`src/rtl/boot_flash_arbiter.sv`:
```
`default_nettype none
// ============================================================================
//  Module      : boot_flash_arbiter
//  Description : Shares the external boot-flash read port between the
//                boot-stage loader (requester 0) and the runtime host
//                (requester 1). It sequences fixed-latency burst reads,
//                holds the host off until boot completes, and rejects host
//                bursts that touch the protected bootloader region.
//  Revision    : 1.0 - initial release
// ============================================================================
module boot_flash_arbiter #(
    parameter int unsigned FLASH_LAT = 2,
    parameter logic [31:0] PROT_BASE = 32'h1000_0000,
    parameter logic [31:0] PROT_SIZE = 32'h0000_1000
) (
    input  logic        clk,
    input  logic        rst_n,
    input  logic        boot_done,
    input  logic        req0_valid,
    input  logic [31:0] req0_addr,
    input  logic [7:0]  req0_len,
    output logic        req0_ready,
    input  logic        req1_valid,
    input  logic [31:0] req1_addr,
    input  logic [7:0]  req1_len,
    output logic        req1_ready,
    output logic [31:0] flash_addr,
    output logic        flash_read_en,
    input  logic [31:0] flash_data,
    output logic [31:0] rd_data,
    output logic        rd_valid,
    output logic        rd_id,
    output logic        rd_last,
    output logic        err_valid,
    output logic        err_id,
    output logic        busy
);

    localparam logic [1:0] c_st_idle  = 2'd0;
    localparam logic [1:0] c_st_issue = 2'd1;
    localparam logic [1:0] c_st_drain = 2'd2;

    // Protected window as a 33-bit half-open range so a window ending at
    // 2^32 is represented without wrapping.
    localparam logic [32:0] c_prot_lo = {1'b0, PROT_BASE};
    localparam logic [32:0] c_prot_hi = {1'b0, PROT_BASE} + {1'b0, PROT_SIZE};

    logic [1:0]           r_state;
    logic [1:0]           w_next_state;
    logic [31:0]          r_addr;
    logic [7:0]           r_count;
    logic                 r_id;
    logic                 r_rr_last;     // requester served most recently

    logic [FLASH_LAT-1:0] r_pipe_vld;
    logic [FLASH_LAT-1:0] r_pipe_id;
    logic [FLASH_LAT-1:0] r_pipe_last;
    logic [FLASH_LAT-1:0] w_pipe_vld_nxt;
    logic [FLASH_LAT-1:0] w_pipe_id_nxt;
    logic [FLASH_LAT-1:0] w_pipe_last_nxt;

    logic                 w_issue;
    logic                 w_issue_last;
    logic                 w_idle;
    logic                 w_elig0;
    logic                 w_elig1;
    logic                 w_win1;
    logic                 w_gnt0;
    logic                 w_gnt1;
    logic [32:0]          w_start;
    logic [32:0]          w_bytes;
    logic [32:0]          w_end;
    logic                 w_prot_hit;
    logic                 w_reject;
    logic                 w_accept;
    logic                 w_pipe_done;

    // ------------------------------------------------------------------
    // Arbitration and host-range protection (all evaluated in IDLE)
    // ------------------------------------------------------------------
    // Grants are suppressed while rst_n is low so every output reads 0
    // during reset, including the combinational ready pulses.
    assign w_idle   = (r_state == c_st_idle) & rst_n;
    assign w_elig0  = req0_valid;
    assign w_elig1  = req1_valid & boot_done;
    // With both eligible, the requester not served last wins.
    assign w_win1   = w_elig1 & (~w_elig0 | ~r_rr_last);
    assign w_gnt0   = w_idle & w_elig0 & ~w_win1;
    assign w_gnt1   = w_idle & w_win1;

    assign w_start    = {1'b0, req1_addr & 32'hFFFF_FFFC};
    assign w_bytes    = {22'd0, ({1'b0, req1_len} + 9'd1), 2'b00};
    assign w_end      = w_start + w_bytes;
    assign w_prot_hit = (w_start < c_prot_hi) & (w_end > c_prot_lo);

    assign w_reject = w_gnt1 & w_prot_hit;
    assign w_accept = (w_gnt0 | w_gnt1) & ~w_reject;

    assign w_issue      = (r_state == c_st_issue);
    assign w_issue_last = (r_count == 8'd0);
    assign w_pipe_done  = r_pipe_vld[FLASH_LAT-1] & r_pipe_last[FLASH_LAT-1];

    // State register
    always_ff @(posedge clk or negedge rst_n) begin
        if (!rst_n) begin
            r_state <= c_st_idle;
        end else begin
            r_state <= w_next_state;
        end
    end

    // Next-state: grant -> issue every word -> drain until last word returns
    always_comb begin
        w_next_state = r_state;
        case (r_state)
            c_st_idle: begin
                if (w_accept) begin
                    w_next_state = c_st_issue;
                end
            end
            c_st_issue: begin
                if (w_issue_last) begin
                    w_next_state = c_st_drain;
                end
            end
            c_st_drain: begin
                if (w_pipe_done) begin
                    w_next_state = c_st_idle;
                end
            end
            default: w_next_state = c_st_idle;
        endcase
    end

    // FSM outputs: flash strobe, grants, rejection pulse, busy
    always_comb begin
        flash_read_en = w_issue;
        flash_addr    = w_issue ? r_addr : 32'd0;
        busy          = (r_state == c_st_issue) | (r_state == c_st_drain);
        req0_ready    = w_gnt0;
        req1_ready    = w_gnt1;
        err_valid     = w_reject;
        err_id        = w_reject;
    end

    // Burst address/count/owner capture and per-word advance
    always_ff @(posedge clk or negedge rst_n) begin
        if (!rst_n) begin
            r_addr  <= 32'd0;
            r_count <= 8'd0;
            r_id    <= 1'b0;
        end else if (w_accept) begin
            r_addr  <= w_gnt1 ? (req1_addr & 32'hFFFF_FFFC) : (req0_addr & 32'hFFFF_FFFC);
            r_count <= w_gnt1 ? req1_len : req0_len;
            r_id    <= w_gnt1;
        end else if (w_issue) begin
            r_addr  <= r_addr + 32'd4;
            r_count <= r_count - 8'd1;
        end
    end

    // Round-robin pointer; rejected host requests also count as served
    always_ff @(posedge clk or negedge rst_n) begin
        if (!rst_n) begin
            r_rr_last <= 1'b1;
        end else if (w_gnt0 | w_gnt1) begin
            r_rr_last <= w_gnt1;
        end
    end

    // ------------------------------------------------------------------
    // Latency pipe: {valid, id, last} follows each issued address
    // ------------------------------------------------------------------
    generate
        if (FLASH_LAT == 1) begin : g_lat_one
            assign w_pipe_vld_nxt  = w_issue;
            assign w_pipe_id_nxt   = r_id;
            assign w_pipe_last_nxt = w_issue_last;
        end else begin : g_lat_multi
            assign w_pipe_vld_nxt  = {r_pipe_vld[FLASH_LAT-2:0], w_issue};
            assign w_pipe_id_nxt   = {r_pipe_id[FLASH_LAT-2:0], r_id};
            assign w_pipe_last_nxt = {r_pipe_last[FLASH_LAT-2:0], w_issue_last};
        end
    endgenerate

    // Pipe shift register, flushed by reset so no stale words appear
    always_ff @(posedge clk or negedge rst_n) begin
        if (!rst_n) begin
            r_pipe_vld  <= '0;
            r_pipe_id   <= '0;
            r_pipe_last <= '0;
        end else begin
            r_pipe_vld  <= w_pipe_vld_nxt;
            r_pipe_id   <= w_pipe_id_nxt;
            r_pipe_last <= w_pipe_last_nxt;
        end
    end

    // Read data is passed straight through from the flash pins.
    assign rd_valid = r_pipe_vld[FLASH_LAT-1];
    assign rd_id    = r_pipe_vld[FLASH_LAT-1] & r_pipe_id[FLASH_LAT-1];
    assign rd_last  = r_pipe_vld[FLASH_LAT-1] & r_pipe_last[FLASH_LAT-1];
    assign rd_data  = r_pipe_vld[FLASH_LAT-1] ? flash_data : 32'd0;

endmodule
`default_nettype wire

```
`config.mk`:
```
export PLATFORM = sky130hd
export DESIGN_NAME = boot_flash_arbiter
export DESIGN_NICKNAME = d
export VERILOG_FILES = /design/src/rtl/boot_flash_arbiter.sv
export SDC_FILE = /design/constraint.sdc
export NUM_CORES = 1
export LEC_CHECK = 0
export CORE_ASPECT_RATIO = 0.75
export CORE_MARGIN = 5
export CORE_UTILIZATION = 45
export CTS_CLUSTER_SIZE = 24
export DETAILED_ROUTE_END_ITERATION = 8
export GPL_TIMING_DRIVEN = 0
export PLACE_DENSITY = 0.83
export SLEW_MARGIN = 20
export SYNTH_ARGS = -nofsm -noshare
export SYNTH_HDL_FRONTEND = slang
export SYNTH_SLANG_ARGS = --single-unit
```
`constraint.sdc`:
```
create_clock -name clk -period 13.3 [get_ports clk]
set_input_delay 2.66 -clock clk [delete_from_list [all_inputs] [get_ports clk]]
set_output_delay 2.66 -clock clk [all_outputs]
set_load 0.03 [all_outputs]
```
Yosys cells after proc, flatten, opt, wreduce, memory -nomap -nowiden --
Index checks and enable logic that the tools add are counted.
Storage, ports and cells: register bits after elaboration 50, input bits 117
Operators by class: add/subtract/negate cells 4, $lt $le $gt $ge 2, equal/unequal tests 5, muxes and demuxes 12, bitwise operators 18, reduce and logical (&&, ||, !) cells 4
Operators by type and width (number):
- 2-to-1 mux 32 bit | 5
- adder 32 x 11 -> 33 bit | 1
- > comparator 33 x 29 -> 1 bit, second input constant | 1
- adder 32 x 3 -> 32 bit, second input constant | 1
- less-than comparator 32 x 29 -> 1 bit, second input constant | 1
- 2-to-1 mux 8 bit | 3
- AND 1 bit | 11
- adder 8 x 1 -> 9 bit, second input constant | 1
- zero test 8 bit | 1
- subtractor 8 x 1 -> 8 bit, second input constant | 1
- 2-to-1 mux 2 bit | 3
- case mux 2 bit (3 select lines) | 1
- inequality test 2 bit, second input constant | 2
- NOT 1 bit | 4
- bitwise OR 1 bit | 3
- AND reduction 3 bit | 1
- equality test 2 x 1 -> 1 bit, second input constant | 1
- equality test 2 bit, second input constant | 1
- zero test 2 bit | 1
- inequality test 2 x 1 -> 1 bit, second input constant | 1
- nonzero test 2 bit | 1

Logic depth before layout (Yosys ltp) --
depth after elaboration 9, mapped depth 17, mapped depth without buffers 14

Worst setup path after synthesis --
No wires, ideal clock.
kind input port to output port, start in req1_len[0], end out err_valid, arrival time 5.851 ns, data required time 10.640 ns, setup slack 4.789 ns, cell stages on the path 14, buffers on the path 1, cells stage by stage ha_1 -> nand3_1 -> nor2_1 -> xnor2_1 -> ha_1 -> a21o_1 -> a21o_1 -> a21o_1 -> a21oi_1 -> mux2i_1 -> nor3_1 -> o2111a_1 -> nor3_1 -> buf_4
On the way: longest elaborated chain between the ends 5
RTL lines:
- start: declaration | line 25 | input logic [7:0] req1_len,
- adder 8 x 1 -> 9 bit | line 92 | assign w_bytes = {22'd0, ({1'b0, req1_len} + 9'd1), 2'b00};
- adder 32 x 11 -> 33 bit | line 93 | assign w_end = w_start + w_bytes;
- > comparator 33 x 29 -> 1 bit | line 94 | assign w_prot_hit = (w_start < c_prot_hi) & (w_end > c_prot_lo);
- AND 1 bit | line 94
- AND 1 bit | line 96 | assign w_reject = w_gnt1 & w_prot_hit;
- end: declaration | line 34 | output logic err_valid,
Every way passes these cells.

Worst setup path in the final report --
start in req1_len[1], end out err_valid
Same word-level chain as after synthesis.

==> metrics.csv <==
metric;value;unit
placed cell area;6720;sq um
hold path cells;0;
Least-Margin Pin Slew;0.942;ns
Remaining Overflow, GRT;0;
relative slew slack;35.5;%
Critical Path RT;10.64;ns
Pwr Density;53.5;nW/um^2
leak pwr;0.00270;uW
Power Total;368;uW
crit share post-route;75.1;%
share of power burned in registers;39.7;%
cell accounting for the most synthesized area;dfrtp_1;
Std-Cell Rows;32;
clock share of power;36.3;%
sequential area share after synthesis;25.3;%
dpl cells;906;
Yosys cell types;77;
post-route ant nets;0;
first-pass GRT wire length;28900;microns
cells on worst reg2reg path;12;
Sw Ratio;27.7;%
Post-synth EDFFs;0;
Synth Flop Type;dfrtp_1;
Slew Limit Fails;0;
status;finished, final reports clean;
CTS buffer count;5;
antenna violations before repair;0;
Final Wtd Congestion;0.946;
vias in the first global route;5537;
Starting Density;46.2;%
Achievable Freq;100;MHz
Startpoint Class;input port;
CP Class;in -> out;
met3 GRT Util;5.85;%
met2 Resource Use GR;47.5;%
vias per cell;5.96;
Die Ht;99.0;microns
cell-internal power;266;uW
met1 GRT Util;36.0;%
most frequent cells in the layout;177 x clkdlybuf4s50_1, 72 x nor2_1, 58 x and2_1, 48 x nand2_1, 47 x dfrtp_1;
Die Footprint;12700;sq um
setup tns final;0;ns
# nets final;912;
RSZ-0062 raised after global routing;no;
register area;1200;sq um
# clock sinks;48;
CTS H-tree lvls;2;
Ant. Diodes;0;
share of layout cells above drive strength 1;8.48;%
CTS Buffer Depth;2;
Peak VDD IR;44.9;uV
Hold Path Class;reg -> reg;
later-pin clock latency in the skew report;0.29;ns
dpl hpwl;15200;microns
switching pwr;102;uW
clk root buf;clkbuf_16;
critical path arrival;7.33;ns
most common cell after layout, fill and taps aside;clkdlybuf4s50_1;
largest net degree at the start of global routing;32;
Async S/R FF share, synth;100;%
Layout Cells excl Fill;914;
post-synthesis cell count;590;
I/O Buffers;178;
postcts setup bufs;0;
drt total wl;18800;microns
Boundary Pins;190;
Avg Synthesized Cell Area;8.06;sq um
Global Route Usage Sum;28.5;%
Synth warnings;0;
hold buffer count at CTS;0;
post-route cell area;6880;sq um
Fillers;868;
post-synthesis register bit count;48;
Fin Hold WS;0.356;ns
endpoints failing setup;0;
CTS tree;built;
Core Area;10300;sq um
area delta synth->final;44.7;%
Tmin final;9.99;ns
DR DRC count;0;
CP max FO;4;
detailed-route via count;5446;
Final Skew;0.00846;ns
top cell type's share of synthesized area;24.7;%
drt first pass iters;5;
Die W;129;microns
drt wl/cell;20.5;microns
multi-input logic area;3200;sq um
Fin. Hold Viols;0;
CTS clock-pin slew for the worst setup and hold paths;0.07;ns
CP Capture Type;primary output;
DR iter-0 viols;487;
MaxCap Viol Count;0;
gr busiest metal;met2;
synthesized cell area;4750;sq um
top cells by area, synth;dfrtp_1 25%, and2_1 7.6%, nor2_1 5.7%;
post_cts resized;0;
Comb pwr share;24.1;%
metrics by stage:
step                setup slack [ns]  utilization, %
global route                    3.05            66.8
floorplan                       4.79               -
global placement                3.36            65.2
detailed placement              3.25            65.3
CTS                             3.23            66.8
finish                          3.31            66.8
area by class of cell:
class                      count  area share [%]
multi-input combinational    476            46.5
timing repair buffer         179            26.1
sequential                    48            17.5
buffer                        37            3.58
tap                          136            2.47
clock buffer                   6            2.02
inverter                      30            1.64
clock inverter                 2           0.218
power by group through the flow:
stage	combinational (uW)	sequential, uW	clock, uW
floorplan	34.6	149	0
global placement	85.9	149	0
detailed placement	87.4	149	0
CTS	88.0	146	133
global route	95.2	146	138
finish	88.7	146	133
worst max-delay path: stages:
cell	delay [ns]
clkdlybuf4s50_1	0.56
ha_1	0.31
fa_1	0.48
xor2_1	0.19
a2111oi_0	0.67
nand4_1	0.22
nor4_1	0.38
o311ai_1	0.17
or4_4	0.46
nor3_1	0.23
o2111a_1	0.20
nor3_1	0.06
buf_4	0.16
clkdlybuf4s50_1	0.58
registers in the layout, summed over array words and instances, names as in the netlist:
signal	flops
r_state	2
r_pipe_vld	2
r_rr_last	1
r_pipe_id	2
r_id	1
r_addr	30
r_pipe_last	2
r_count	8
cells in the mapped netlist, types with 3 or more instances:
cell / number
a21oi_1: 24
nor3_1: 18
buf_2: 4
inv_1: 28
a211oi_1: 4
and2_1: 58
xnor2_1: 27
o221a_2: 7
a221oi_2: 8
nor2_1: 72
nand4_1: 13
a221oi_1: 4
buf_4: 9
nand2b_1: 3
o211ai_1: 3
o31ai_1: 4
o21ai_0: 25
clkbuf_1: 14
xor2_1: 21
nand2_1: 48
dfrtp_1: 47
nand3_1: 20
o22ai_1: 4
o221a_1: 12
or4_1: 5
mux2i_1: 8
and3_1: 4
ha_1: 17
a21o_1: 5
nor4_1: 9
buf_6: 7
mux2_2: 3
cell families after synthesis:
kind of cell             share of synthesized area [%]
adder cells (fa/ha/maj)                           4.90
AND/OR/NAND/NOR                                   29.2
buffers and inverters                             7.55
multiplexers                                      2.63
flip-flops                                        25.3
AO/OA/AOI/OAI                                     21.5
XOR/XNOR                                          8.84
other                                           0.0789
layer usage:
layer,part of all wire (%),vias up
li1,-,2487
met1,39,2548
met2,47,353
met3,11,58
met4,3.5,0
met5,0,-
final timing paths:
| path | start | end | slack (ns) |
|---|---|---|---|
| worst max-delay path | req1_len[1] | err_valid | 3.31 |
| worst min-delay path | r_pipe_vld[0] | r_pipe_vld[1] | 0.36 |
| worst max register to register | r_state[1] | r_addr[25] | 10.32 |
| worst min register to register | r_pipe_vld[0] | r_pipe_vld[1] | 0.36 |
| max in group asynchronous | rst_n | r_rr_last | 10.36 |
| min in group asynchronous | rst_n | r_count[2] | 2.34 |
(Power assumes the default switching activity.)
